$ cat config.mk
export PLATFORM = sky130hd
export DESIGN_NAME = csr_access_ctrl
export DESIGN_NICKNAME = d
export VERILOG_FILES = /design/src/rtl/csr_pkg.sv /design/src/rtl/csr_access_check.sv /design/src/rtl/csr_access_ctrl.sv
export SDC_FILE = /design/constraint.sdc
export NUM_CORES = 1
export LEC_CHECK = 0
export CORE_ASPECT_RATIO = 2
export CORE_MARGIN = 1.5
export CORE_UTILIZATION = 46
export DETAILED_ROUTE_END_ITERATION = 10
export GPL_ROUTABILITY_DRIVEN = 1
export GPL_TIMING_DRIVEN = 0
export PLACE_DENSITY = 0.83
export SLEW_MARGIN = 15
export SYNTH_ARGS = -nofsm -noshare
export SYNTH_HDL_FRONTEND = slang
export SYNTH_SLANG_ARGS = --single-unit
$ cat constraint.sdc
create_clock -name clock -period 5.9 [get_ports clock]
set_clock_uncertainty 0.1 [all_clocks]
set_input_delay 1.18 -clock clock [delete_from_list [all_inputs] [get_ports clock]]
set_output_delay 1.18 -clock clock [all_outputs]
set_load 0.03 [all_outputs]
$ cat src/rtl/csr_pkg.sv
// Shared types and constants for the CSR access sequencer.
// Trap sequence length depends on the CSR_TRAP_TVAL_EN build macro.
package csr_pkg;

    typedef logic [11:0] csr_addr_t;

    typedef enum logic [1:0] {
        PRIV_U = 2'b00,
        PRIV_S = 2'b01,
        PRIV_M = 2'b11
    } priv_mode_t;

    typedef enum logic [2:0] {
        CSR_F3_RW  = 3'b001,
        CSR_F3_RS  = 3'b010,
        CSR_F3_RC  = 3'b011,
        CSR_F3_RWI = 3'b101,
        CSR_F3_RSI = 3'b110,
        CSR_F3_RCI = 3'b111
    } csr_funct3_t;

    typedef enum logic [1:0] {
        CSR_WRITE_NONE,
        CSR_WRITE_RW,
        CSR_WRITE_RS,
        CSR_WRITE_RC
    } csr_write_func;

    typedef enum logic [3:0] {
        IDLE,
        RD,
        WR,
        RESP,
        T_EPC,
        T_CAUSE,
        T_TVAL,
        T_STRD,
        T_STWR,
        T_VEC,
        T_DONE
    } csr_ctrl_state_t;

    localparam csr_addr_t CSR_ADDR_MSTATUS = 12'h300;
    localparam csr_addr_t CSR_ADDR_MTVEC   = 12'h305;
    localparam csr_addr_t CSR_ADDR_MEPC    = 12'h341;
    localparam csr_addr_t CSR_ADDR_MCAUSE  = 12'h342;
    localparam csr_addr_t CSR_ADDR_MTVAL   = 12'h343;

    localparam int MSTATUS_MIE    = 3;
    localparam int MSTATUS_MPIE   = 7;
    localparam int MSTATUS_MPP_LO = 11;
    localparam int MSTATUS_MPP_HI = 12;

    // Immediate forms share the register-form operation
    function automatic csr_write_func csr_write_func_of(input logic [2:0] f3);
        case (f3)
            CSR_F3_RW, CSR_F3_RWI: return CSR_WRITE_RW;
            CSR_F3_RS, CSR_F3_RSI: return CSR_WRITE_RS;
            CSR_F3_RC, CSR_F3_RCI: return CSR_WRITE_RC;
            default:               return CSR_WRITE_NONE;
        endcase
    endfunction

endpackage

$ cat src/rtl/csr_access_check.sv
// Combinational legality and read/write decode for a CSR instruction.
// Part of csr_access_ctrl (optional macro CSR_TRAP_TVAL_EN is not used here).
module csr_access_check
    import csr_pkg::*;
(
    input  logic [3:0]    addr_hi_i,
    input  logic [2:0]    funct3_i,
    input  logic [1:0]    priv_i,
    input  logic          rd_x0_i,
    input  logic          src_x0_i,
    input  logic          exists_i,
    output csr_write_func wfunc_o,
    output logic          do_read_o,
    output logic          do_write_o,
    output logic          illegal_o
);

    csr_write_func wf;

    always_comb begin
        wf         = csr_write_func_of(funct3_i);
        do_read_o  = 1'b0;
        do_write_o = 1'b0;
        unique case (1'b1)
            (wf == CSR_WRITE_RW): begin
                do_write_o = 1'b1;
                do_read_o  = !rd_x0_i;
            end
            (wf == CSR_WRITE_RS),
            (wf == CSR_WRITE_RC): begin
                do_write_o = !src_x0_i;
                do_read_o  = 1'b1;
            end
            default: ;
        endcase
        // addr[9:8] is the lowest privilege, addr[11:10]==11 is read-only
        illegal_o = !exists_i
                 || (addr_hi_i[1:0] > priv_i)
                 || ((addr_hi_i[3:2] == 2'b11) && do_write_o)
                 || (wf == CSR_WRITE_NONE);
        wfunc_o   = wf;
    end

endmodule

$ cat src/rtl/csr_access_ctrl.sv
// Sequencer/arbiter for the single-port CSR file: CSR read-modify-write and trap entry.
// Build macro CSR_TRAP_TVAL_EN adds the mtval write to the trap sequence.
module csr_access_ctrl
    import csr_pkg::*;
#(
    parameter int XLEN           = 32,
    parameter int VECTORED_MTVEC = 1
) (
    input  logic            clock,
    input  logic            reset,
    input  logic [1:0]      priv_mode,
    input  logic            csr_req_valid,
    output logic            csr_req_ready,
    input  logic [11:0]     csr_req_addr,
    input  logic [2:0]      csr_req_funct3,
    input  logic [XLEN-1:0] csr_req_src,
    input  logic            csr_req_rd_x0,
    input  logic            csr_req_src_x0,
    output logic            csr_resp_valid,
    input  logic            csr_resp_ready,
    output logic [XLEN-1:0] csr_resp_rdata,
    output logic            csr_resp_illegal,
    input  logic            trap_req_valid,
    output logic            trap_req_ready,
    input  logic [XLEN-1:0] trap_cause,
    input  logic [XLEN-1:0] trap_epc,
    input  logic [XLEN-1:0] trap_tval,
    output logic            trap_done,
    output logic [XLEN-1:0] trap_target,
    output logic            csr_rd_en,
    output logic            csr_wr_en,
    output logic [11:0]     csr_addr,
    output logic [XLEN-1:0] csr_wdata,
    input  logic [XLEN-1:0] csr_rdata,
    input  logic            csr_exists
);

    csr_ctrl_state_t state_q;
    logic            rd_en_q, wr_en_q;
    csr_addr_t       addr_q, req_addr_q;
    logic [XLEN-1:0] wdata_q, src_q, rdata_q;
    logic [XLEN-1:0] cause_q, target_q;
    logic            resp_valid_q, illegal_q, done_q, do_write_q;
    csr_write_func   wfunc_q;
    logic [1:0]      priv_q;

    csr_write_func   chk_wfunc;
    logic            chk_read, chk_write, chk_illegal;
    logic [XLEN-1:0] rmw_wdata_d, mstatus_d, target_d;
    logic            unused_bits;

`ifdef CSR_TRAP_TVAL_EN
    logic [XLEN-1:0] tval_q;
    assign unused_bits = ^trap_epc[1:0];
`else
    assign unused_bits = ^{trap_epc[1:0], trap_tval};
`endif

    csr_access_check u_check (
        .addr_hi_i  (csr_req_addr[11:8]),
        .funct3_i   (csr_req_funct3),
        .priv_i     (priv_mode),
        .rd_x0_i    (csr_req_rd_x0),
        .src_x0_i   (csr_req_src_x0),
        .exists_i   (csr_exists),
        .wfunc_o    (chk_wfunc),
        .do_read_o  (chk_read),
        .do_write_o (chk_write),
        .illegal_o  (chk_illegal)
    );

    assign trap_req_ready   = (state_q == IDLE) && !reset;
    assign csr_req_ready    = trap_req_ready && !trap_req_valid;
    assign csr_resp_valid   = resp_valid_q;
    assign csr_resp_rdata   = rdata_q;
    assign csr_resp_illegal = illegal_q;
    assign trap_done        = done_q;
    assign trap_target      = target_q;
    assign csr_rd_en        = rd_en_q;
    assign csr_wr_en        = wr_en_q;
    assign csr_addr         = addr_q;
    assign csr_wdata        = wdata_q;

    always_comb begin
        unique case (wfunc_q)
            CSR_WRITE_RS: rmw_wdata_d = csr_rdata | src_q;
            CSR_WRITE_RC: rmw_wdata_d = csr_rdata & ~src_q;
            default:      rmw_wdata_d = src_q;
        endcase
        mstatus_d = csr_rdata;
        mstatus_d[MSTATUS_MPIE] = csr_rdata[MSTATUS_MIE];
        mstatus_d[MSTATUS_MIE]  = 1'b0;
        mstatus_d[MSTATUS_MPP_HI:MSTATUS_MPP_LO] = priv_q;
        target_d = {csr_rdata[XLEN-1:2], 2'b00};
        if ((VECTORED_MTVEC != 0) && (csr_rdata[1:0] == 2'b01) && cause_q[XLEN-1])
            target_d = target_d + {cause_q[XLEN-3:0], 2'b00};
    end

    always_ff @(posedge clock) begin
        if (reset) begin
            state_q      <= IDLE;
            rd_en_q      <= 1'b0;
            wr_en_q      <= 1'b0;
            addr_q       <= '0;
            wdata_q      <= '0;
            req_addr_q   <= '0;
            src_q        <= '0;
            rdata_q      <= '0;
            cause_q      <= '0;
            target_q     <= '0;
            resp_valid_q <= 1'b0;
            illegal_q    <= 1'b0;
            done_q       <= 1'b0;
            do_write_q   <= 1'b0;
            wfunc_q      <= CSR_WRITE_NONE;
            priv_q       <= '0;
`ifdef CSR_TRAP_TVAL_EN
            tval_q       <= '0;
`endif
        end else begin
            // Strobes are single-cycle; bus fields idle at zero
            rd_en_q <= 1'b0;
            wr_en_q <= 1'b0;
            addr_q  <= '0;
            wdata_q <= '0;
            done_q  <= 1'b0;
            unique case (state_q)
                IDLE: begin
                    if (trap_req_valid) begin
                        cause_q <= trap_cause;
                        priv_q  <= priv_mode;
`ifdef CSR_TRAP_TVAL_EN
                        tval_q  <= trap_tval;
`endif
                        wr_en_q <= 1'b1;
                        addr_q  <= CSR_ADDR_MEPC;
                        wdata_q <= {trap_epc[XLEN-1:2], 2'b00};
                        state_q <= T_EPC;
                    end else if (csr_req_valid) begin
                        req_addr_q <= csr_req_addr;
                        src_q      <= csr_req_src;
                        wfunc_q    <= chk_wfunc;
                        do_write_q <= chk_write;
                        rdata_q    <= '0;
                        illegal_q  <= chk_illegal;
                        if (chk_illegal) begin
                            resp_valid_q <= 1'b1;
                            state_q      <= RESP;
                        end else if (chk_read) begin
                            rd_en_q <= 1'b1;
                            addr_q  <= csr_req_addr;
                            state_q <= RD;
                        end else begin
                            wr_en_q <= 1'b1;
                            addr_q  <= csr_req_addr;
                            wdata_q <= csr_req_src;
                            state_q <= WR;
                        end
                    end
                end
                RD: begin
                    rdata_q <= csr_rdata;
                    if (do_write_q) begin
                        wr_en_q <= 1'b1;
                        addr_q  <= req_addr_q;
                        wdata_q <= rmw_wdata_d;
                        state_q <= WR;
                    end else begin
                        resp_valid_q <= 1'b1;
                        state_q      <= RESP;
                    end
                end
                WR: begin
                    resp_valid_q <= 1'b1;
                    state_q      <= RESP;
                end
                RESP: begin
                    if (csr_resp_ready) begin
                        resp_valid_q <= 1'b0;
                        illegal_q    <= 1'b0;
                        rdata_q      <= '0;
                        state_q      <= IDLE;
                    end
                end
                T_EPC: begin
                    wr_en_q <= 1'b1;
                    addr_q  <= CSR_ADDR_MCAUSE;
                    wdata_q <= cause_q;
                    state_q <= T_CAUSE;
                end
                T_CAUSE: begin
`ifdef CSR_TRAP_TVAL_EN
                    wr_en_q <= 1'b1;
                    addr_q  <= CSR_ADDR_MTVAL;
                    wdata_q <= tval_q;
                    state_q <= T_TVAL;
`else
                    rd_en_q <= 1'b1;
                    addr_q  <= CSR_ADDR_MSTATUS;
                    state_q <= T_STRD;
`endif
                end
                T_TVAL: begin
                    rd_en_q <= 1'b1;
                    addr_q  <= CSR_ADDR_MSTATUS;
                    state_q <= T_STRD;
                end
                T_STRD: begin
                    wr_en_q <= 1'b1;
                    addr_q  <= CSR_ADDR_MSTATUS;
                    wdata_q <= mstatus_d;
                    state_q <= T_STWR;
                end
                T_STWR: begin
                    rd_en_q <= 1'b1;
                    addr_q  <= CSR_ADDR_MTVEC;
                    state_q <= T_VEC;
                end
                T_VEC: begin
                    target_q <= target_d;
                    done_q   <= 1'b1;
                    state_q  <= T_DONE;
                end
                T_DONE:  state_q <= IDLE;
                default: state_q <= IDLE;
            endcase
        end
    end

endmodule
==> results of run 1 <==
-- metrics by stage --
stage / util / instance area [um^2] / cells / total power, uW / hold slack (ns)
3_3_place_gp: 0.6074 / 12710 / 1807 / 3528 / 0.3424
2_1_floorplan: - / 9751 / 1276 / 2814 / 0.3357
5_1_grt: 0.6395 / 13380 / 1841 / 5085 / 0.3773
4_1_cts: 0.6394 / 13380 / 1840 / 4850 / 0.3597
6_report: 0.6395 / 13380 / 1841 / 4886 / 0.3603
3_5_place_dp: 0.6080 / 12720 / 1808 / 3556 / 0.3506
-- placed cells by master (no fill, tap or decap), types with 15 or more instances in the layout --
master / Yosys / layout
nand2_1: 314 / 314
clkdlybuf4s50_1: 0 / 262
dfxtp_1: 196 / 196
a21oi_1: 130 / 130
nor2_1: 97 / 97
clkbuf_1: 93 / 94
o21ai_0: 51 / 51
nand3_1: 43 / 43
a31oi_1: 37 / 37
a22oi_1: 37 / 37
a222oi_1: 32 / 32
ha_1: 31 / 31
a21o_1: 22 / 22
xnor2_1: 18 / 18
clkbuf_16: 0 / 17
a211oi_1: 15 / 15
-- synth_stat cells (2+ instances only) --
master,instances,area [um^2]
and4_1,2,17.52
nor4_1,2,12.51
nor3_1,12,60.06
a21o_1,22,165.2
o31ai_1,3,22.52
dfxtp_1,196,3924
xnor2_1,18,157.7
nand3_1,43,215.2
clkbuf_1,93,349.1
a31oi_1,37,231.5
buf_1,8,30.03
o2bb2ai_1,2,17.52
nor2b_1,2,12.51
xor2_1,9,78.83
and2_1,3,18.77
nand2b_1,2,12.51
nand2_1,314,1179
a222oi_1,32,320.3
nand4_1,10,62.56
a22oi_1,37,277.8
a32oi_1,8,70.07
o21a_1,3,22.52
and3_1,10,62.56
nor2_1,97,364.1
a211o_1,2,17.52
a221oi_2,2,30.03
a311oi_1,11,96.34
o21bai_1,5,37.54
ha_1,31,387.9
o22ai_1,10,62.56
o21ai_0,51,255.2
buf_4,3,22.52
inv_1,11,41.29
o211ai_1,10,75.07
or3_1,5,31.28
a221oi_1,3,26.28
or2_2,3,18.77
a211oi_1,15,112.6
a21oi_1,130,650.6
-- cell families (layout without fill, tap and decap cells) --
group / count (synthesis) / in the layout / share of synthesized area
AO/OA/AOI/OAI: 393 / 393 / 0.2679
XOR/XNOR: 27 / 27 / 0.02426
adder cells (fa/ha/maj): 32 / 32 / 0.04185
buffers and inverters: 116 / 411 / 0.04596
flip-flops: 196 / 196 / 0.4026
multiplexers: 2 / 2 / 0.002182
other: 1 / 3 / 0.0003847
AND/OR/NAND/NOR: 508 / 508 / 0.2149
-- per-layer routing --
metal  GRT usage  routed length [um]  vias up
met4      0.3029                3667        0
met5           0                   0        -
met1      0.3457               12880     5053
met2      0.6386               20370      659
met3     0.07642                3167      203
li1            -                   -     5128
-- path summary, 6_finish.rpt --
path	from	endpoint
setup / recovery	reset	trap_req_ready
hold / removal	trap_target[4]	trap_target[4]
setup reg to reg	cause_q[0]	trap_target[28]
hold reg to reg	trap_target[4]	trap_target[4]
-- where the power goes --
part / leakage (uW) / switching [uW] / internal [uW] / total [uW]
sequential: 0.00159 / 130 / 1520 / 1640
combinational: 0.00283 / 1240 / 692 / 1940
clock: 0.000317 / 530 / 776 / 1310
-- sequential cells by signal, summed over array words and instances (netlist names) --
signal	flops
csr_wdata	32
cause_q	32
state_q	4
csr_resp_valid	1
csr_addr	12
priv_q	2
req_addr_q	12
csr_rd_en	1
do_write_q	1
csr_resp_rdata	32
trap_done	1
csr_wr_en	1
trap_target	30
csr_resp_illegal	1
src_q	32
wfunc_q	2
-- layout make-up --
| cell class | count | area (um^2) |
|---|---|---|
| Antenna cell | 1 | 2.502 |
| Clock inverter | 12 | 201.4 |
| Multi-Input combinational cell | 964 | 5384 |
| Buffer | 105 | 406.6 |
| Clock buffer | 20 | 456.7 |
| Timing Repair Buffer | 263 | 2630 |
| Fill cell | 1833 | 7543 |
| Sequential cell | 196 | 3924 |
| Tap cell | 269 | 336.6 |
| Inverter | 11 | 41.29 |
-- worst min-delay path, cell delays in order, from the launching register on --
cell	delay, ns
dfxtp_1	0.31
nand2_1	0.05
a21oi_1	0.05
==> metrics.yaml, run 1 <==
logic_synthesis:
  yosysSeqAreaShare: 0.4026
  async_flop_share: 0
  avgSynthCellArea_um2: 7.645
  synthCells: 1275
  ys.flop_type: "dfxtp_1"
  syn_area_mm2: 0.009747
  synth_cell_type_count: 57
  ys_warn_count: 0
  ys_ff_latch: 196
  synth_edf_count: 0
layout:
  nNetsFinal: 1775
  drive_gt1_frac: 0.02992
  area_delta_synth_final_pct: 37.30
place:
  gp_congestion: 0.9919
  place_hpwl_um: 31690
  dp_slack_ns: 0.3901
  port_buffers: 262
setup_path:
  worstPathArrival_ns: 4.24
  crit_family: "buffers and inverters"
  crit_path_end_kind: "primary output"
  rrSetupSlack_ns: 2.67
  cpMostUsedCell: "clkbuf_1"
  path_max_fanout: 10
  slowest_stage: "clkbuf_1"
  critPathMaxStageDelay_ns: 0.71
  crit_required_ns: 4.62
  worst-path-stages: 6
  criticalPathCategory: "in -> out"
  crit_buf_inv: 5
  worstRegToRegCells: 10
  crit_path_cell_trace: "clkdlybuf4s50_1 > clkbuf_1 > clkbuf_1 > clkbuf_1 > nor2_1 > clkdlybuf4s50_1"
  critPathLaunchType: "primary input"
clock_tree:
  cts_tree: "yes"
  htree_levels: 4
  post_cts_buffers: 0
  clk_pin_slew_worst_paths_ns: 0.07
  cts_buffers: 17
  hold_buffers: 0
  cts.path.max_buffers: 2
  cts_resized: 0
  clock-sinks: 196
  insertion_delay_ns: 0.46
  cts_root_buf: "clkbuf_16"
drt:
  drtPass1Iterations: 8
  drc_errors: 0
  routed_wl_um: 40080
  vias: 11043
  routed_via_density: 5.998
  routedWlPerCell_um: 21.77
  postRouteAntennaNets: 0
  drt-initial-drc-count: 1039
global_routing:
  grt_pass1_vias: 10797
  gr-usage-all-layers: 0.3589
  antenna_found_initial: 1
  grt_remaining_overflow: 0
  grt_pass1_wl_um: 59570
  grt_max_degree: 17
sta:
  fin_crit_ns: 5.525
  setup_tns_ns: 0
  setup_viol: 0
  tightest_slew_ns: 0.9129
  slew_headroom: 0.3867
  drv_slew: 0
  hold_viol: 0
  post-route-period-util: 0.9364
  fmax_mhz: 181.0
  rsz0062_at_grt: "false"
  worst_slack_ns: 0.3754
floorplan:
  chipWidth_um: 105.9
  rows: 75
  initial_utilization: 0.4658
  dieArea_mm2: 0.02212
  die_h_um: 208.9
  io_pins: 300
  coreArea_mm2: 0.02093
hold_path:
  min_path_cells: 2
  hp-class: "reg -> reg"
outcome:
  status: "completed"
pwr:
  p_per_area_mw_per_mm2: 365.1
  power.leakage_uw: 0.004741
  peakVddDrop_v: 0.0002992
flow_run:
  drv_cap: 0
(Power assumes the default switching activity.)
==> inputs of run 2 (changes only) <==
--- a/config.mk
+++ b/config.mk
@@ -8,9 +8,11 @@
 export CORE_ASPECT_RATIO = 2
 export CORE_MARGIN = 1.5
 export CORE_UTILIZATION = 46
+export CTS_CLUSTER_DIAMETER = 40
 export DETAILED_ROUTE_END_ITERATION = 10
 export GPL_ROUTABILITY_DRIVEN = 1
 export GPL_TIMING_DRIVEN = 0
+export MAX_ROUTING_LAYER = met4
 export PLACE_DENSITY = 0.83
 export SLEW_MARGIN = 15
 export SYNTH_ARGS = -nofsm -noshare
==> run 2 against run 1 <==
  * Via count is 1.3% higher
  * Highest routed layer unchanged
  * Count of clock-buffer cells in the layout shrank 2
  * Clock power barely moved
  * Routed wire length is 1.9% higher
  * Critical path depth stayed put
  * Register-to-register slack worse by 0.09 ns
  * Global-route usage is 1.6 points higher
==> metrics.yaml, run 2 (synthesis gave the netlist of run 1 again) <==
outcome:
  status: "completed"  # unchanged
layout:
  final_common_cell: "nand2_1"  # unchanged
  drive_gt1_frac: 0.03055  # was 0.02992
  nNetsFinal: 1775  # unchanged
  mostFrequentLayoutCells: "314 x nand2_1, 262 x clkdlybuf4s50_1, 196 x dfxtp_1, 130 x a21oi_1, 97 x nor2_1"  # unchanged
  final_core_util: 0.6399  # was 0.6395
  area_delta_synth_final_pct: 37.38  # was 37.30%
drt:
  routed_via_density: 6.069  # was 5.998
  vias: 11186  # was 11,043
  routed_wl_um: 40840  # was 40,080 um
  postRouteAntennaNets: 0  # unchanged
  drt-initial-drc-count: 982  # was 1,039
  routedWlPerCell_um: 22.16  # was 21.77 um
  drc_errors: 0  # unchanged
  drtPass1Iterations: 9  # was 8
place:
  place_hpwl_um: 32010  # was 31,690 um
  port_buffers: 262  # unchanged
  gp_congestion: 1.020  # was 0.9919
setup_path:
  crit_path_cell_trace: "clkdlybuf4s50_1 > clkbuf_1 > clkbuf_1 > clkbuf_1 > nor2_1 > clkdlybuf4s50_1"  # unchanged
  critPathLaunchType: "primary input"  # unchanged
  slowest_stage: "clkbuf_1"  # unchanged
  critPathMaxStageDelay_ns: 0.75  # was 0.71 ns
  path_max_fanout: 10  # unchanged
  crit_required_ns: 4.62  # about the same
  cpMostUsedCell: "clkbuf_1"  # unchanged
  worstRegToRegCells: 10  # unchanged
  criticalPathCategory: "in -> out"  # unchanged
  crit_path_end_kind: "primary output"  # unchanged
  worstPathArrival_ns: 4.30  # was 4.24 ns
clock_tree:
  clk_pin_slew_worst_paths_ns: 0.08  # was 0.07 ns
  htree_levels: 4  # unchanged
  clock-sinks: 196  # unchanged
  insertion_delay_ns: 0.44  # was 0.46 ns
  hold_buffers: 0  # unchanged
  cts_buffers: 17  # unchanged
  cts_root_buf: "clkbuf_16"  # unchanged
  cts.path.max_buffers: 2  # unchanged
  cts_resized: 0  # unchanged
  post_cts_buffers: 0  # unchanged
  cts_tree: "yes"  # unchanged
sta:
  fmax_mhz: 179.3  # was 181.0 MHz
  setup_tns_ns: 0  # unchanged
  fin_crit_ns: 5.577  # was 5.525 ns
  drv_slew: 0  # unchanged
  setup_viol: 0  # unchanged
  slew_headroom: 0.3163  # was 0.3867
  hold_viol: 0  # unchanged
  post-route-period-util: 0.9452  # was 0.9364
  rsz0062_at_grt: "false"  # unchanged
  tightest_slew_ns: 1.016  # was 0.9129 ns
hold_path:
  min_path_cells: 2  # unchanged
  hp-class: "reg -> reg"  # unchanged
floorplan:
  io_pins: 300  # unchanged
  rows: 75  # unchanged
  chipWidth_um: 105.9  # unchanged
  initial_utilization: 0.4658  # unchanged
  coreArea_mm2: 0.02093  # unchanged
  die_h_um: 208.9  # unchanged
  dieArea_mm2: 0.02212  # unchanged
global_routing:
  grtUsageMet3: 0.06020  # was 0.07642
  met2_usage: 0.6442  # was 0.6386
  grt_max_degree: 18  # was 17
  grt_busiest_layer: "met2"  # unchanged
  grt_remaining_overflow: 0  # unchanged
  grtUsageMet1: 0.3636  # was 0.3457
  antenna_found_initial: 3  # was 1
  grt_pass1_vias: 10932  # was 10,797
  gr-usage-all-layers: 0.3753  # was 0.3589
  grt_pass1_wl_um: 60800  # was 59,570 um
pwr:
  finalPower_uw: 4918  # was 4886 uW
  power.leakage_uw: 0.004751  # was 0.004741 uW
  peakVddDrop_v: 0.0002553  # was 0.0002992 V
  p_per_area_mw_per_mm2: 367.3  # was 365.1 mW/mm^2
flow_run:
  drv_cap: 0  # unchanged
## run 2: layer usage
| layer | up-vias | wire (um) |
|---|---|---|
| met5 | - | 0 |
| met4 | 0 | 3740 |
| met3 | 208 | 2882 |
| met2 | 647 | 20720 |
| met1 | 5197 | 13500 |
| li1 | 5134 | - |
## run 2: area by class of cell
| type | count | area (um^2) |
|---|---|---|
| Buffer | 105 | 406.6 |
| Antenna cell | 3 | 7.507 |
| Tap cell | 269 | 336.6 |
| Timing Repair Buffer | 263 | 2630 |
| Sequential cell | 196 | 3924 |
| Fill cell | 1887 | 7536 |
| Multi-Input combinational cell | 964 | 5384 |
| Inverter | 11 | 41.29 |
| Clock inverter | 14 | 221.5 |
| Clock buffer | 18 | 439.2 |
## run 2: final timing paths
path	from	endpoint	slack (ns)
worst max-delay path	reset	trap_req_ready	0.32
worst min register to register	req_addr_q[3]	req_addr_q[3]	0.36
worst min-delay path	req_addr_q[3]	req_addr_q[3]	0.36
worst max register to register	cause_q[0]	trap_target[30]	2.58
## run 2: per-stage QoR
stage	hold WS, ns	instance area [um^2]	setup WS, ns	cells
4_1_cts	0.3570	13380	0.3866	1840
2_1_floorplan	0.3357	9751	2.264	1276
3_5_place_dp	0.3463	12720	0.4069	1808
3_3_place_gp	0.3419	12710	0.4139	1807
5_1_grt	0.3820	13390	0.3353	1843
6_report	0.3588	13390	0.3232	1843
## run 2: critical path, delay by kind of cell
kind | cells | cell delay, ns
buf+inv | 5 | 2.98
simple gates | 1 | 0.12
## run 2: power breakdown
group / switching, uW / internal [uW] / total [uW]
sequential: 129 / 1510 / 1640
clock: 552 / 772 / 1320
combinational: 1260 / 692 / 1950
==> inputs of run 3 (changes only) <==
--- a/config.mk
+++ b/config.mk
@@ -5,15 +5,15 @@
 export SDC_FILE = /design/constraint.sdc
 export NUM_CORES = 1
 export LEC_CHECK = 0
-export CORE_ASPECT_RATIO = 2
+export CORE_ASPECT_RATIO = 1.2
 export CORE_MARGIN = 1.5
-export CORE_UTILIZATION = 46
+export CORE_UTILIZATION = 50
 export CTS_CLUSTER_DIAMETER = 40
 export DETAILED_ROUTE_END_ITERATION = 10
 export GPL_ROUTABILITY_DRIVEN = 1
 export GPL_TIMING_DRIVEN = 0
 export MAX_ROUTING_LAYER = met4
-export PLACE_DENSITY = 0.83
+export PLACE_DENSITY = 0.89
 export SLEW_MARGIN = 15
 export SYNTH_ARGS = -nofsm -noshare
 export SYNTH_HDL_FRONTEND = slang
==> run 3 against run 2 <==
  * Power shrank 2.0%
  * Utilization grew 6.3 points
  * Setup slack worse by 0.072 ns
  * Hold slack worse by 0.0025 ns
  * Critical path type unchanged
  * Largest power group unchanged
==> metrics.yaml, run 3 (synthesis gave the netlist of run 1 again) <==
clock_tree:
  hold_buffers: 0  # unchanged
  clk_pin_slew_worst_paths_ns: 0.08  # about the same
  cts.path.max_buffers: 2  # unchanged
  insertion_delay_ns: 0.44  # about the same
  cts_resized: 0  # unchanged
  post_cts_buffers: 0  # unchanged
  cts_tree: "yes"  # unchanged
  clock-sinks: 196  # unchanged
  cts_root_buf: "clkbuf_16"  # unchanged
  htree_levels: 4  # unchanged
  cts_buffers: 17  # unchanged
floorplan:
  initial_utilization: 0.5132  # was 0.4658
  rows: 55  # was 75
  chipWidth_um: 130.5  # was 105.9 um
  coreArea_mm2: 0.01899  # was 0.02093 mm^2
  io_pins: 300  # unchanged
  die_h_um: 155.9  # was 208.9 um
  dieArea_mm2: 0.02034  # was 0.02212 mm^2
pwr:
  p_sw_frac: 0.4061  # was 0.3943
  intPower_uw: 2864  # was 2979 uW
  p_seq_frac: 0.341  # was 0.334
  peakVddDrop_v: 0.0002579  # was 0.0002553 V
  power_switching_uw: 1958  # was 1939 uW
  power.leakage_uw: 0.004736  # was 0.004751 uW
  finalPower_uw: 4822  # was 4918 uW
  clkPwrFrac: 0.259  # was 0.269
  combPwrFrac: 0.400  # was 0.397
  p_per_area_mw_per_mm2: 361.3  # was 367.3 mW/mm^2
drt:
  routed_via_density: 6.113  # was 6.069
  vias: 11180  # was 11,186
  drt-initial-drc-count: 1388  # was 982
  drtPass1Iterations: 10  # was 9
  routedWlPerCell_um: 21.02  # was 22.16 um
  routed_wl_um: 38450  # was 40,840 um
  drc_errors: 0  # unchanged
  postRouteAntennaNets: 0  # unchanged
sta:
  slew_headroom: 0.2001  # was 0.3163
  tightest_slew_ns: 1.191  # was 1.016 ns
  drv_slew: 0  # unchanged
  setup_viol: 0  # unchanged
  post-route-period-util: 0.9574  # was 0.9452
  rsz0062_at_grt: "false"  # unchanged
  hold_viol: 0  # unchanged
  whs_ns: 0.3563  # was 0.3588 ns
  setup_tns_ns: 0  # unchanged
  fin_crit_ns: 5.649  # was 5.577 ns
  fmax_mhz: 177.0  # was 179.3 MHz
setup_path:
  crit_path_cell_trace: "clkdlybuf4s50_1 > clkbuf_1 > clkbuf_1 > clkbuf_1 > nor2_1 > clkdlybuf4s50_1"  # unchanged
  crit_buf_inv: 5  # unchanged
  slowest_stage: "clkbuf_1"  # unchanged
  cpMostUsedCell: "clkbuf_1"  # unchanged
  crit_family: "buffers and inverters"  # unchanged
  crit_required_ns: 4.62  # about the same
  crit_path_end_kind: "primary output"  # unchanged
  criticalPathCategory: "in -> out"  # unchanged
  critPathMaxStageDelay_ns: 0.77  # was 0.75 ns
  critPathLaunchType: "primary input"  # unchanged
  worstPathArrival_ns: 4.37  # was 4.30 ns
  path_max_fanout: 10  # unchanged
layout:
  final_common_cell: "nand2_1"  # unchanged
  nNetsFinal: 1775  # unchanged
  drive_gt1_frac: 0.03055  # unchanged
  mostFrequentLayoutCells: "314 x nand2_1, 262 x clkdlybuf4s50_1, 196 x dfxtp_1, 130 x a21oi_1, 97 x nor2_1"  # unchanged
  final_core_util: 0.7026  # was 0.6399
  instances_no_fill: 1829  # was 1,843
  area_delta_synth_final_pct: 36.92  # was 37.38%
global_routing:
  grt_pass1_vias: 10672  # was 10,932
  grt_remaining_overflow: 0  # unchanged
  gr-usage-all-layers: 0.3835  # was 0.3753
  grt_pass1_wl_um: 57480  # was 60,800 um
  grt_max_degree: 21  # was 18
  antenna_found_initial: 2  # was 3
outcome:
  status: "completed"  # unchanged
place:
  port_buffers: 262  # unchanged
  place_inst: 1795  # was 1,808
  gp_congestion: 0.9957  # was 1.020
  place_hpwl_um: 29420  # was 32,010 um
flow_run:
  drv_cap: 0  # unchanged
hold_path:
  hp-class: "reg -> reg"  # unchanged
## run 3: changes by cell type in the layout (fill, tap and decap cells not counted)
cell | previous run | this run
bufinv_16 | 5 | 2
diode_2 | 3 | 2
clkinv_4 | 2 | 0
clkinv_8 | 0 | 3
clkinv_2 | 2 | 0
inv_8 | 0 | 5
clkbuf_8 | 1 | 0
## run 3: path summary, 6_finish.rpt
check	from	end	slack (ns)	cells past startpoint
hold reg to reg	req_addr_q[5]	req_addr_q[5]	0.36	2
setup / recovery	reset	trap_req_ready	0.25	6
setup reg to reg	state_q[0]	wfunc_q[0]	2.62	7
hold / removal	req_addr_q[5]	req_addr_q[5]	0.36	2
## run 3: per-stage QoR
| stage | worst slack [ns] | area [um^2] |
|---|---|---|
| finish | 0.2514 | 13350 |
| global route | 0.1819 | 13350 |
| CTS | 0.3650 | 13340 |
| detailed placement | 0.3795 | 12710 |
| global placement | 0.4167 | 12690 |
| floorplan | 2.264 | 9751 |
## run 3: cell type report
| type | count | area, um^2 |
|---|---|---|
| clock buffer | 17 | 425.4 |
| inverter | 11 | 41.29 |
| tap | 256 | 320.3 |
| sequential | 196 | 3924 |
| multi-input combinational | 964 | 5384 |
| buffer | 105 | 406.6 |
| fill | 1572 | 5648 |
| timing repair buffer | 263 | 2630 |
| clock inverter | 15 | 209.0 |
| antenna | 2 | 5.005 |
## run 3: power groups by stage
stage / registers [uW] / logic, uW / clock network (uW)
after CTS: 1640 / 1890 / 1250
after global placement: 1660 / 1850 / 0
after floorplan: 1830 / 983 / 0
after detailed placement: 1670 / 1880 / 0
after global routing: 1660 / 2060 / 1310
final: 1640 / 1930 / 1250
## run 3: per-layer routing
| metal | GRT usage | wire length, um | vias to the layer above |
|---|---|---|---|
| li1 | - | - | 5147 |
| met1 | 0.4366 | 14210 | 5146 |
| met2 | 0.6409 | 18450 | 711 |
| met3 | 0.07510 | 3697 | 176 |
| met4 | 0.1879 | 2088 | 0 |
| met5 | - | 0 | - |
## run 3: worst min-delay path, delay by kind of cell (launching register included)
| kind | cells | cell delay, ns |
|---|---|---|
| AOI/OAI and AO/OA | 1 | 0.05 |
| DFF | 1 | 0.31 |
| and+or+nand+nor | 1 | 0.05 |
